--- src/rtl/saturate_if.sv ---
// Clamp-stage bus: input sample with its qualifier, and the registered
// clamped result with its clip flags.
interface saturate_if #(
    parameter int IN_W  = 10,
    parameter int OUT_W = 8
);
    logic             in_valid;
    logic [IN_W-1:0]  in_data;
    logic             out_valid;
    logic [OUT_W-1:0] out_data;
    logic             sat_hi;
    logic             sat_lo;

    // Upstream stage drives samples and observes the clamped result.
    modport master (
        output in_valid,
        output in_data,
        input  out_valid,
        input  out_data,
        input  sat_hi,
        input  sat_lo
    );

    // The clamp itself.
    modport slave (
        input  in_valid,
        input  in_data,
        output out_valid,
        output out_data,
        output sat_hi,
        output sat_lo
    );
endinterface

--- src/rtl/saturate.sv ---
// Unsigned output clamp with one register stage and clip flags.
// Define SATURATE_STATS_EN to add a sticky 16-bit clipped-sample counter.
module saturate #(
    parameter int IN_W      = 10,
    parameter int OUT_W     = 8,
    parameter bit SIGNED_IN = 1'b0
) (
    input  logic        clk,
    input  logic        reset,
    saturate_if.slave   bus
`ifdef SATURATE_STATS_EN
    ,
    input  logic        stat_clr,
    output logic [15:0] stat_count
`endif
);

    logic [OUT_W-1:0] clamp_data;
    logic             clip_hi;
    logic             clip_lo;

    // Any set bit above the output range means the value exceeds MAX; in
    // signed mode the sign bit is tested first so this only sees positives.
    // NOTE: every always_comb output gets a default first so no path can infer a latch.
    always_comb begin
        clamp_data = bus.in_data[OUT_W-1:0];
        clip_hi    = 1'b0;
        clip_lo    = 1'b0;
        if (SIGNED_IN && bus.in_data[IN_W-1]) begin
            clamp_data = '0;
            clip_lo    = 1'b1;
        end else if (|bus.in_data[IN_W-1:OUT_W]) begin
            clamp_data = '1;
            clip_hi    = 1'b1;
        end
    end

    // Data and flags only move on a valid sample so downstream sees the
    // last result held while the stream idles.
    // NOTE: registered state uses non-blocking assignments so all flops update together.
    always_ff @(posedge clk) begin
        if (reset) begin
            bus.out_valid <= 1'b0;
            bus.out_data  <= '0;
            bus.sat_hi    <= 1'b0;
            bus.sat_lo    <= 1'b0;
        end else begin
            bus.out_valid <= bus.in_valid;
            if (bus.in_valid) begin
                bus.out_data <= clamp_data;
                bus.sat_hi   <= clip_hi;
                bus.sat_lo   <= clip_lo;
            end
        end
    end

`ifdef SATURATE_STATS_EN
    logic [15:0] clip_count;

    // Clear wins over a coincident clipped sample; the count sticks at all-ones.
    always_ff @(posedge clk) begin
        if (reset || stat_clr) begin
            clip_count <= '0;
        end else if (bus.in_valid && (clip_hi || clip_lo) && (clip_count != 16'hFFFF)) begin
            clip_count <= clip_count + 16'd1;
        end
    end

    assign stat_count = clip_count;
`endif

endmodule

--- src/flat_wrapper.sv ---
// flat-port wrapper written by rule: the top's interface ports become plain ports
module saturate_flat 
#(
    parameter int IN_W      = 10,
    parameter int OUT_W     = 8,
    parameter bit SIGNED_IN = 1'b0
)
  (clk, reset, bus_in_valid, bus_in_data, bus_out_valid, bus_out_data, bus_sat_hi, bus_sat_lo);
  saturate_if #(.IN_W(IN_W), .OUT_W(OUT_W)) bus_i ();
  input  logic clk;
  input  logic reset;
  input wire logic [$bits(bus_i.in_valid)-1:0] bus_in_valid;
  input wire logic [$bits(bus_i.in_data)-1:0] bus_in_data;
  output wire logic [$bits(bus_i.out_valid)-1:0] bus_out_valid;
  output wire logic [$bits(bus_i.out_data)-1:0] bus_out_data;
  output wire logic [$bits(bus_i.sat_hi)-1:0] bus_sat_hi;
  output wire logic [$bits(bus_i.sat_lo)-1:0] bus_sat_lo;
  assign bus_i.in_valid = bus_in_valid;
  assign bus_i.in_data = bus_in_data;
  assign bus_out_valid = bus_i.out_valid;
  assign bus_out_data = bus_i.out_data;
  assign bus_sat_hi = bus_i.sat_hi;
  assign bus_sat_lo = bus_i.sat_lo;
  saturate #(.IN_W(IN_W), .OUT_W(OUT_W), .SIGNED_IN(SIGNED_IN)) u_core (.clk(clk), .reset(reset), .bus(bus_i));
endmodule
--- config.mk ---
export PLATFORM = sky130hd
export DESIGN_NAME = saturate_flat
export DESIGN_NICKNAME = d
export VERILOG_FILES = /design/src/rtl/saturate_if.sv /design/src/rtl/saturate.sv /design/src/flat_wrapper.sv
export SDC_FILE = /design/constraint.sdc
export NUM_CORES = 1
export LEC_CHECK = 0
export CELL_PAD_IN_SITES_DETAIL_PLACEMENT = 1
export CELL_PAD_IN_SITES_GLOBAL_PLACEMENT = 1
export CORE_UTILIZATION = 30
export CTS_CLUSTER_DIAMETER = 100
export DETAILED_ROUTE_END_ITERATION = 16
export PLACE_DENSITY_LB_ADDON = 0.1
export REMOVE_ABC_BUFFERS = 1
export SLEW_MARGIN = 20
export SYNTH_ARGS = -nofsm -noshare
export SYNTH_HDL_FRONTEND = slang
export SYNTH_SLANG_ARGS = --single-unit
--- constraint.sdc ---
create_clock -name clk -period 1.7 [get_ports clk]
set_clock_uncertainty 0.2 [all_clocks]
set_input_delay 0.17 -clock clk [delete_from_list [all_inputs] [get_ports clk]]
set_output_delay 0.17 -clock clk [all_outputs]
set_load 0.02 [all_outputs]
==> out/summary.txt, run 1 <==
Setup CP Type: reg -> out
Critical Path AT: 1.22 ns
DP Cell Count: 81
Peak fanout along the critical path: 2
Antenna Cells: 0
Setup TNS: 0 ns
Min-delay src: u_core.bus.out_data[0]$_SDFFE_PP0P_
Avg WL per Cell: 12.87 um
Final setup violation count: 0
Cts repair resizes: 0
Critical Path Start Type: flop
Largest net degree at the start of global routing: 20
Synth top area share: 0.3960
Met3 usage: 0.07660
I/O Pins: 24
Drt drc: 0
HPWL Detailed: 769.1 um
Total gr overflow: 0
Core Region: 1541 sq um
Clk root buf: clkbuf_4
Vias in the first global route: 397
CTS tree: built
Seq cells post-synth: 10
Die Y: 43.05 um
Hold Path Class: reg -> reg
Num CTS Buffers: 3
GRT Max-Usage Layer: met2
GPL Wtd Cong: 0.5934
Critical Path RT: 1.33 ns
Critical Path Slowest Stage Cell: clkdlybuf4s50_1
RSZ-0062 raised after global routing: false
Global-route wire length before repair: 1676 um
H-tree levels: 1
Worst-path cell chain: clkdlybuf4s50_1
Total GRT Usage: 0.1266
Synth cell types: 11
Min cycle time layout: 1.586 ns
Final WL: 1081 um
Post-CTS setup buffer count: 0
Clk_lat worst skew: 0.26 ns
Syn. warnings: 0
Routing usage on met2: 0.2030
Vias: 411
Die Width: 43.05 um
Crit end category: output port
Clk buf depth: 2
Non-Filler Instances: 84
Mapped Avg Cell Area: 11.23 sq um
First-pass detailed-route iteration total: 2
Cells after Synth: 45
Met1 Use GR: 0.1403
CP bufs+invs: 1
Pleak: 0.0002646 uW
Synth area leader: dfxtp_1
Vias per cell: 4.893
CP max stage delay: 0.61 ns
Cts hold-fix bufs: 0
FP Rows: 14
Initial antenna violation count: 0
Post-route ant nets: 0
Outcome: completed
Initial DRC Count: 1
Sequential share of the synthesized area: 0.3960
Dominant cells by area after synthesis: dfxtp_1 40%, a211oi_2 22%, nor3_2 16%
Final Max Tran Viols: 0
Worst VDD drop: 0.4751 mV
Initial Util: 0.3279
Sink Count: 10
Final period utilization: 0.9331
Layout cell share with drive strength beyond 1: 0.3676
CP delay by family, top: buffers and inverters
Die area: 1853 sq um
Fin. Hold Viols: 0
I/O Buffers: 22
Critical Path Source: u_core.bus.out_data[1]$_SDFFE_PP0P_
Worst reg2reg path startpoint: u_core.bus.out_data[1]$_SDFFE_PP0P_
Clock transition at path regs: 0.06 ns
Peak Freq: 0.6304 GHz
Fin nets: 83
Area Growth Syn to Fin: 48.02%
Max_cap viols: 0
Synthesized area: 505.5 sq um
Cell Pwr Density: 767.5 nW/um^2
[path summary, 6_finish.rpt]
| kind | endpoint | slack (ns) | cells past startpoint |
|---|---|---|---|
| worst max register to register | u_core.bus.out_data[1]$_SDFFE_PP0P_ | 0.84 | 2 |
| worst min register to register | u_core.bus.out_data[0]$_SDFFE_PP0P_ | 0.31 | 2 |
| worst max-delay path | bus_out_data[1] | 0.11 | 1 |
| worst min-delay path | u_core.bus.out_data[0]$_SDFFE_PP0P_ | 0.31 | 2 |
[power breakdown]
| part | total (uW) | internal, uW | switching (uW) | leakage, uW |
|---|---|---|---|---|
| Clock | 159 | 81.7 | 77.2 | 0.0000138 |
| Sequential | 261 | 252 | 8.51 | 0.0000837 |
| Combinational | 155 | 81.4 | 73.3 | 0.000167 |
| Total | 574 | 415 | 159 | 0.000265 |
[cell usage after synthesis, drive strengths merged]
| master | n |
|---|---|
| a211oi | 9 |
| buf | 5 |
| clkbuf | 1 |
| conb | 1 |
| dfxtp | 10 |
| nor2 | 10 |
| nor2b | 1 |
| nor3 | 8 |
[cell usage in the layout, fill, tap and decap left out]
cell type        netlist  final
a211oi_2               9      9
nor2b_1                1      1
dfxtp_1               10     10
conb_1                 1      1
nor2_2                 1      1
buf_4                  2      3
nor2_1                 9      9
buf_12                 1      1
clkbuf_4               0      3
nor3_2                 8      8
clkdlybuf4s50_1        0     22
[layout make-up]
cell class,instances,area [sq um]
fill,175,793.3
timing repair buffer,26,262.8
multi-input combinational,29,242.7
sequential,10,200.2
clock buffer,3,22.52
tap,16,20.02
[cells by family (layout without fill, tap and decap cells)]
family,count (synthesis),after routing,share of synthesized area
flip-flops,10,10,0.3960
other,1,1,0.007419
AND/OR/NAND/NOR,19,19,0.2500
buffers and inverters,6,29,0.1237
AO/OA/AOI/OAI,9,9,0.2228
[tightest hold or removal path, cell delays in order, from the launching register on]
cell      delay (ns)
dfxtp_1         0.31
nor2_1          0.10
a211oi_2        0.05
[through the flow]
step	worst slack, ns	area [sq um]	total power (uW)	hold WS, ns	util
6_report	0.1137	748.2	574.2	0.3114	0.4854
5_1_grt	0.06712	748.2	602.5	0.3338	0.4854
4_1_cts	0.09918	748.2	584.5	0.3213	0.4854
3_5_place_dp	0.2801	725.7	422.8	0.3127	0.4708
3_3_place_gp	0.3271	725.7	420.7	0.3068	0.4708
2_1_floorplan	0.7526	442.9	321.2	0.03465	-
[state kept, by name (all words and copies together), names as in the netlist]
register,cells
u_core.bus.out_data,8
u_core.bus.out_valid,1
u_core.bus.sat_hi,1
[metal layers]
| metal | vias to the layer above | share of wire | routed length, um |
|---|---|---|---|
| li1 | 200 | - | - |
| met1 | 190 | 0.42 | 452 |
| met2 | 18 | 0.46 | 499 |
| met3 | 3 | 0.10 | 113 |
| met4 | 0 | 0.015 | 16 |
| met5 | - | 0 | 0 |
Note: power is estimated with default switching activity, not from simulation.
==> run 2, diff against run 1 <==
--- a/config.mk
+++ b/config.mk
@@ -7,9 +7,11 @@
 export LEC_CHECK = 0
 export CELL_PAD_IN_SITES_DETAIL_PLACEMENT = 1
 export CELL_PAD_IN_SITES_GLOBAL_PLACEMENT = 1
-export CORE_UTILIZATION = 30
+export CORE_AREA = 2 2 39 41
 export CTS_CLUSTER_DIAMETER = 100
 export DETAILED_ROUTE_END_ITERATION = 16
+export DIE_AREA = 0 0 41 43
+export DONT_BUFFER_PORTS = 1
 export PLACE_DENSITY_LB_ADDON = 0.1
 export REMOVE_ABC_BUFFERS = 1
 export SLEW_MARGIN = 20
==> run 2 against run 1 <==
  * Cell area shrank 20%
  * Fmax increased by 15%
  * Power down 9.7%
  * Combinational power down 47%
  * Via count down 13%
==> out/summary.txt, run 2 (same netlist as run 1, synthesis figures left out) <==
Outcome: completed
Total GRT Usage: 0.1459 (+0.01924)
Post-route ant nets: 0 (unchanged)
Final period utilization: 0.8142 (-0.1189)
Fin. Hold Viols: 0 (unchanged)
First-pass detailed-route iteration total: 4 (+2)
Die Width: 41 um (-4.8%)
Top Registers: u_core.bus.out_data: 8 flops, u_core.bus.out_valid: 1 flops, u_core.bus.sat_hi: 1 flops
Peak Freq: 0.7225 GHz (+15%)
DP Cell Count: 55 (-32%)
Worst-path cell chain: dlygate4sd3_1 > nor3_2 > a211oi_2
Global-route wire length before repair: 1711 um (+2.1%)
Setup TNS: 0 ns (unchanged)
Cell Pwr Density: 866.7 nW/um^2 (+13%)
Crit end category: flop
Hold slack: 0.01721 ns (-0.2942 ns)
Non-Filler Instances: 69 (-18%)
Max_cap viols: 0 (unchanged)
Peak fanout along the critical path: 8 (+6)
Initial DRC Count: 3 (+2)
RSZ-0062 raised after global routing: false
Sink Count: 10 (unchanged)
Critical Path AT: 1.36 ns (+0.14 ns)
Final setup violation count: 0 (unchanged)
Core Region: 1384 sq um (-10%)
Reg with most FFs: u_core.bus.out_data
Final Max Tran Viols: 0 (unchanged)
Commonest cells after routing, fill and taps aside: 10 x dlygate4sd3_1, 10 x dfxtp_1, 9 x nor2_1, 9 x a211oi_2, 8 x nor3_2
Cells on worst reg2reg path: 2 (unchanged)
Min cycle time layout: 1.384 ns (-0.2022 ns)
Antenna Cells: 0 (unchanged)
WHS Endpoint: u_core.bus.out_data[3]$_SDFFE_PP0P_
Critical Path Slowest Stage Cell: dlygate4sd3_1
Largest net degree at the start of global routing: 20 (unchanged)
Initial antenna violation count: 0 (unchanged)
Placement Cell Area: 462.9 sq um (-36%)
CP max stage delay: 0.86 ns (+0.25 ns)
Max reg flops: 8 (unchanged)
Critical Path RT: 1.67 ns (+0.34 ns)
Vias: 357 (-13%)
Clk_lat worst skew: 0.25 ns (about the same)
Setup CP Type: in -> reg
GPL Wtd Cong: 0.5059 (-15%)
Die area: 1763 sq um (-4.9%)
Clk buf depth: 2 (unchanged)
FP Rows: 14 (unchanged)
Clk root buf: clkbuf_4
Critical Path Start Type: primary input
Fin nets: 68 (-18%)
CTS tree: built
Total gr overflow: 0 (unchanged)
Vias per cell: 5.174 (+5.7%)
Worst slew pin tran: 0.8088 ns
Hold Crit Depth: 2 (unchanged)
Clock transition at path regs: 0.06 ns (about the same)
Initial Util: 0.3653 (+0.03736)
H-tree levels: 1 (unchanged)
Num CTS Buffers: 3 (unchanged)
Vias in the first global route: 403 (+1.5%)
Min-delay src: bus_in_data[8]
I/O Buffers: 0 (-100%)
Die Y: 43 um (-0.12%)
Max_slew headroom: 0.4608
Register-to-register setup slack: 0.64 ns (-0.20 ns)
Final WL: 1137 um (+5.2%)
Worst reg2reg path startpoint: u_core.bus.out_data[1]$_SDFFE_PP0P_
HPWL Detailed: 759.7 um (-1.2%)
Pleak: 0.0002117 uW (-20%)
I/O Pins: 24 (unchanged)
Avg WL per Cell: 16.48 um (+28%)
Drt drc: 0 (unchanged)
Design area: 598.1 sq um (-20%)
# fillers: 145 (-17%)
R2R Path End: u_core.bus.out_data[1]$_SDFFE_PP0P_
Area Growth Syn to Fin: 18.32%
Worst VDD drop: 0.4930 mV (+3.8%)
Layout cell share with drive strength beyond 1: 0.3962 (+0.02858)
Hold Path Class: in -> reg
run 2: cell type report:
type                    count  area (sq um)  area share
multi-input cells          29         242.7      0.4059
flip-flops and latches     10         200.2      0.3347
repair buffers             11         112.6      0.1883
clock buffers               3         22.52     0.03766
well taps                  16         20.02     0.03347
run 2: how the worst max path moves through the flow:
stage | start | to | slack, ns | cells after the start
global placement | u_core.bus.out_data[5]$_SDFFE_PP0P_ | u_core.bus.out_data[5]$_SDFFE_PP0P_ | 0.74 | 2
floorplan | u_core.bus.out_data[5]$_SDFFE_PP0P_ | u_core.bus.out_data[5]$_SDFFE_PP0P_ | 0.75 | 2
finish | bus_in_data[9] | u_core.bus.out_data[7]$_SDFFE_PP0P_ | 0.32 | 3
CTS | bus_in_valid | u_core.bus.out_data[1]$_SDFFE_PP0P_ | 0.06 | 3
global route | bus_in_data[9] | u_core.bus.out_data[7]$_SDFFE_PP0P_ | 0.27 | 3
detailed placement | u_core.bus.out_data[3]$_SDFFE_PP0P_ | u_core.bus.out_data[3]$_SDFFE_PP0P_ | 0.67 | 2
run 2: per-stage QoR:
step,power [uW],utilization,worst slack [ns]
2_1_floorplan,321.2,-,0.7526
3_3_place_gp,324.8,0.3345,0.7371
3_5_place_dp,328.9,0.3345,0.6693
4_1_cts,528.6,0.4304,0.05840
5_1_grt,557.0,0.4322,0.2738
6_report,518.4,0.4322,0.3159
run 2: timing repair:
item | CTS | global route
gates resized for setup | 0 | 1
endpoints found under the hold margin | 10 | 0
endpoints found under the setup margin | 0 | 4
setup buffers | 0 | 0
hold buffers | 11 | 0
run 2: layer usage:
metal  wire length (um)  share of wire  vias to the layer above  global-route usage
met1                447           0.39                      173              0.1424
met4                  0              0                        0             0.04000
met5                  0              0                        -                   0
li1                   -              -                      170                   -
met3                 79          0.069                        0             0.06806
met2                610           0.54                       14              0.2563
run 2: where the power goes:
group / leakage [uW] / internal, uW / total [uW] / switching [uW]
Combinational: 0.000114 / 37.7 / 82.0 / 44.3
Clock: 0.0000138 / 81.2 / 151 / 69.9
Sequential: 0.0000837 / 252 / 285 / 32.9
Total: 0.000212 / 371 / 518 / 147
run 2: worst max-delay path: cells and delay by family:
kind	cells	cell delay [ns]
buf+inv	1	0.86
compound gates	1	0.22
simple gates	1	0.11
==> run 3, diff against run 2 <==
==> constraint.sdc (replaced) <==
create_clock -name clk -period 1.4 [get_ports clk]
set_clock_uncertainty 0.2 [all_clocks]
set_input_delay 0.14 -clock clk [delete_from_list [all_inputs] [get_ports clk]]
set_output_delay 0.14 -clock clk [all_outputs]
set_load 0.02 [all_outputs]
==> run 3 against run 2 <==
  * The run now ends with hold timing left
  * Setup slack got worse by 0.11 ns
  * Final cell count decreased by 14%
  * Sequential cell count unchanged
  * Sequential share of layout area increased by 6.9 points
  * Clock power increased by 23%
  * Cell area decreased by 17%
  * Die area unchanged
  * Critical path depth decreased by 1
  * Core utilization decreased by 7.4 points
  * Sequential power increased by 21%
  * Critical endpoint is now u_core.bus.out_valid$_SDFF_PP0_
  * Largest power group unchanged
  * Highest routed layer unchanged
==> out/summary.txt, run 3 (same netlist as run 1, synthesis figures left out) <==
Avg WL per Cell: 16.93 um (+2.8%)
Final WL: 999 um (-12%)
Initial Util: 0.3653 (unchanged)
Post-CTS setup buffer count: 0 (unchanged)
Final Max Tran Viols: 0 (unchanged)
Peak Freq: 0.8400 GHz
Post-route ant nets: 0 (unchanged)
Hold Path Class: in -> reg
Clk pwr share: 0.317 (+0.025)
Min cycle time layout: 1.191 ns
RSZ-0062 raised after global routing: false
Die Width: 41 um (unchanged)
Register-to-register setup slack: 0.37 ns (-0.27 ns)
Fin nets: 58 (-15%)
Seq pwr share: 0.592 (+0.042)
Die area: 1763 sq um (unchanged)
Max_cap viols: 0 (unchanged)
Most common cell after layout, fill and taps aside: dfxtp_1
Cts repair resizes: 0 (unchanged)
Total gr overflow: 0 (unchanged)
Max reg flops: 8 (unchanged)
Hold slack: -0.2300 ns (-0.2472 ns)
Fin. Hold Viols: 10 (+10)
Worst slew pin tran: 0.5499 ns (-0.2589 ns)
Peak fanout along the critical path: 10 (+2)
Clk buf depth: 2 (unchanged)
Clock transition at path regs: 0.06 ns (about the same)
Die Y: 43 um (unchanged)
Crit end category: flop
I/O Buffers: 0 (unchanged)
Core Region: 1384 sq um (unchanged)
Commonest cells after routing, fill and taps aside: 10 x dfxtp_1, 9 x nor2_1, 9 x a211oi_2, 8 x nor3_2, 3 x clkbuf_4
HPWL Detailed: 759.7 um (unchanged)
# fillers: 151 (+4.1%)
Clk root buf: clkbuf_4
Num CTS Buffers: 3 (unchanged)
Cts hold-fix bufs: 1 (-10)
I/O Pins: 24 (unchanged)
Reg with most FFs: u_core.bus.out_data
Critical Path RT: 1.32 ns (-0.35 ns)
Antenna Cells: 0 (unchanged)
Top Registers: u_core.bus.out_data: 8 flops, u_core.bus.out_valid: 1 flops, u_core.bus.sat_hi: 1 flops
Layout cell share with drive strength beyond 1: 0.4884 (+0.09215)
H-tree levels: 1 (unchanged)
CP max stage delay: 0.89 ns (+0.03 ns)
Total power: 584.7 uW (+13%)
First-pass detailed-route iteration total: 3 (-1)
CP delay by family, top: buffers and inverters
Critical Path Slowest Stage Cell: dlygate4sd3_1
Area Growth Syn to Fin: -1.980%
Internal power: 432.3 uW (+16%)
Max_slew headroom: 0.6322 (+0.1714)
FP Rows: 14 (unchanged)
Drt drc: 0 (unchanged)
Pleak: 0.0001610 uW (-24%)
Psw: 152.4 uW (+3.6%)
Largest net degree at the start of global routing: 20 (unchanged)
CTS tree: built
Setup TNS: 0 ns (unchanged)
GPL Wtd Cong: 0.5059 (unchanged)
Cell Pwr Density: 1180 nW/um^2 (+36%)
Initial DRC Count: 3 (unchanged)
Final period utilization: 0.8504
Design area: 495.5 sq um (-17%)
Vias in the first global route: 365 (-9.4%)
Total GRT Usage: 0.1268 (-0.01911)
Worst VDD drop: 0.5583 mV (+13%)
Placement Cell Area: 462.9 sq um (unchanged)
Initial antenna violation count: 0 (unchanged)
Worst-path cell chain: dlygate4sd3_1 > nor2b_1
Critical Path Start Type: primary input
Vias: 309 (-13%)
Critical Path AT: 1.12 ns (-0.24 ns)
Final setup violation count: 0 (unchanged)
Failing checks: hold timing
Switching Share: 0.2607 (-0.02322)
Sink Count: 10 (unchanged)
Power share of the combinational group: 0.091 (-0.067)
Clk_lat worst skew: 0.25 ns (about the same)
Global-route wire length before repair: 1428 um (-17%)
Vias per cell: 5.237 (+1.2%)
Outcome: finished, violations left
Util after Layout: 0.3580 (-0.07414)
Setup CP Type: in -> reg
CP bufs+invs: 1 (unchanged)
## run 3: cell count changes in the layout (fill, tap and decap cells not counted), sizes merged
cell | previous run | this run
dlymetal6s4s | 1 | 0
dlygate4sd3 | 10 | 1
## run 3: power by group through the flow
| stage | Combinational (uW) | Clock, uW | Sequential, uW |
|---|---|---|---|
| after detailed placement | 46.4 | 0 | 353 |
| after global routing | 59.1 | 214 | 349 |
| final | 53.5 | 185 | 346 |
| after global placement | 42.4 | 0 | 352 |
| after CTS | 54.8 | 196 | 346 |
| after floorplan | 41.3 | 0 | 349 |
## run 3: layout make-up
type,count,area [sq um],share of cell area
Timing Repair Buffer,1,10.01,0.02020
Clock buffer,3,22.52,0.04545
Tap cell,16,20.02,0.04040
Sequential cell,10,200.2,0.4040
Multi-Input combinational cell,29,242.7,0.4899
## run 3: path summary, 6_finish.rpt
check                                                          from                                   to  depth (start not counted)
worst min-delay path                                   bus_in_valid  u_core.bus.out_data[0]$_SDFFE_PP0P_                          1
worst min register to register  u_core.bus.out_data[0]$_SDFFE_PP0P_  u_core.bus.out_data[0]$_SDFFE_PP0P_                          2
worst max-delay path                                          reset      u_core.bus.out_valid$_SDFF_PP0_                          2
worst max register to register  u_core.bus.out_data[3]$_SDFFE_PP0P_  u_core.bus.out_data[3]$_SDFFE_PP0P_                          2
## run 3: metal layers
metal | vias to the layer above | global-route usage | routed length [um]
li1 | 149 | - | -
met1 | 146 | 0.1165 | 358
met2 | 14 | 0.2188 | 548
met3 | 0 | 0.07330 | 93
met4 | 0 | 0.04000 | 0
met5 | - | 0 | 0
## run 3: per-stage QoR
step / setup slack, ns / instances
floorplan: 0.4526 / 39
global placement: 0.4371 / 55
detailed placement: 0.3693 / 55
CTS: 0.2008 / 59
global route: 0.1785 / 59
finish: 0.2095 / 59
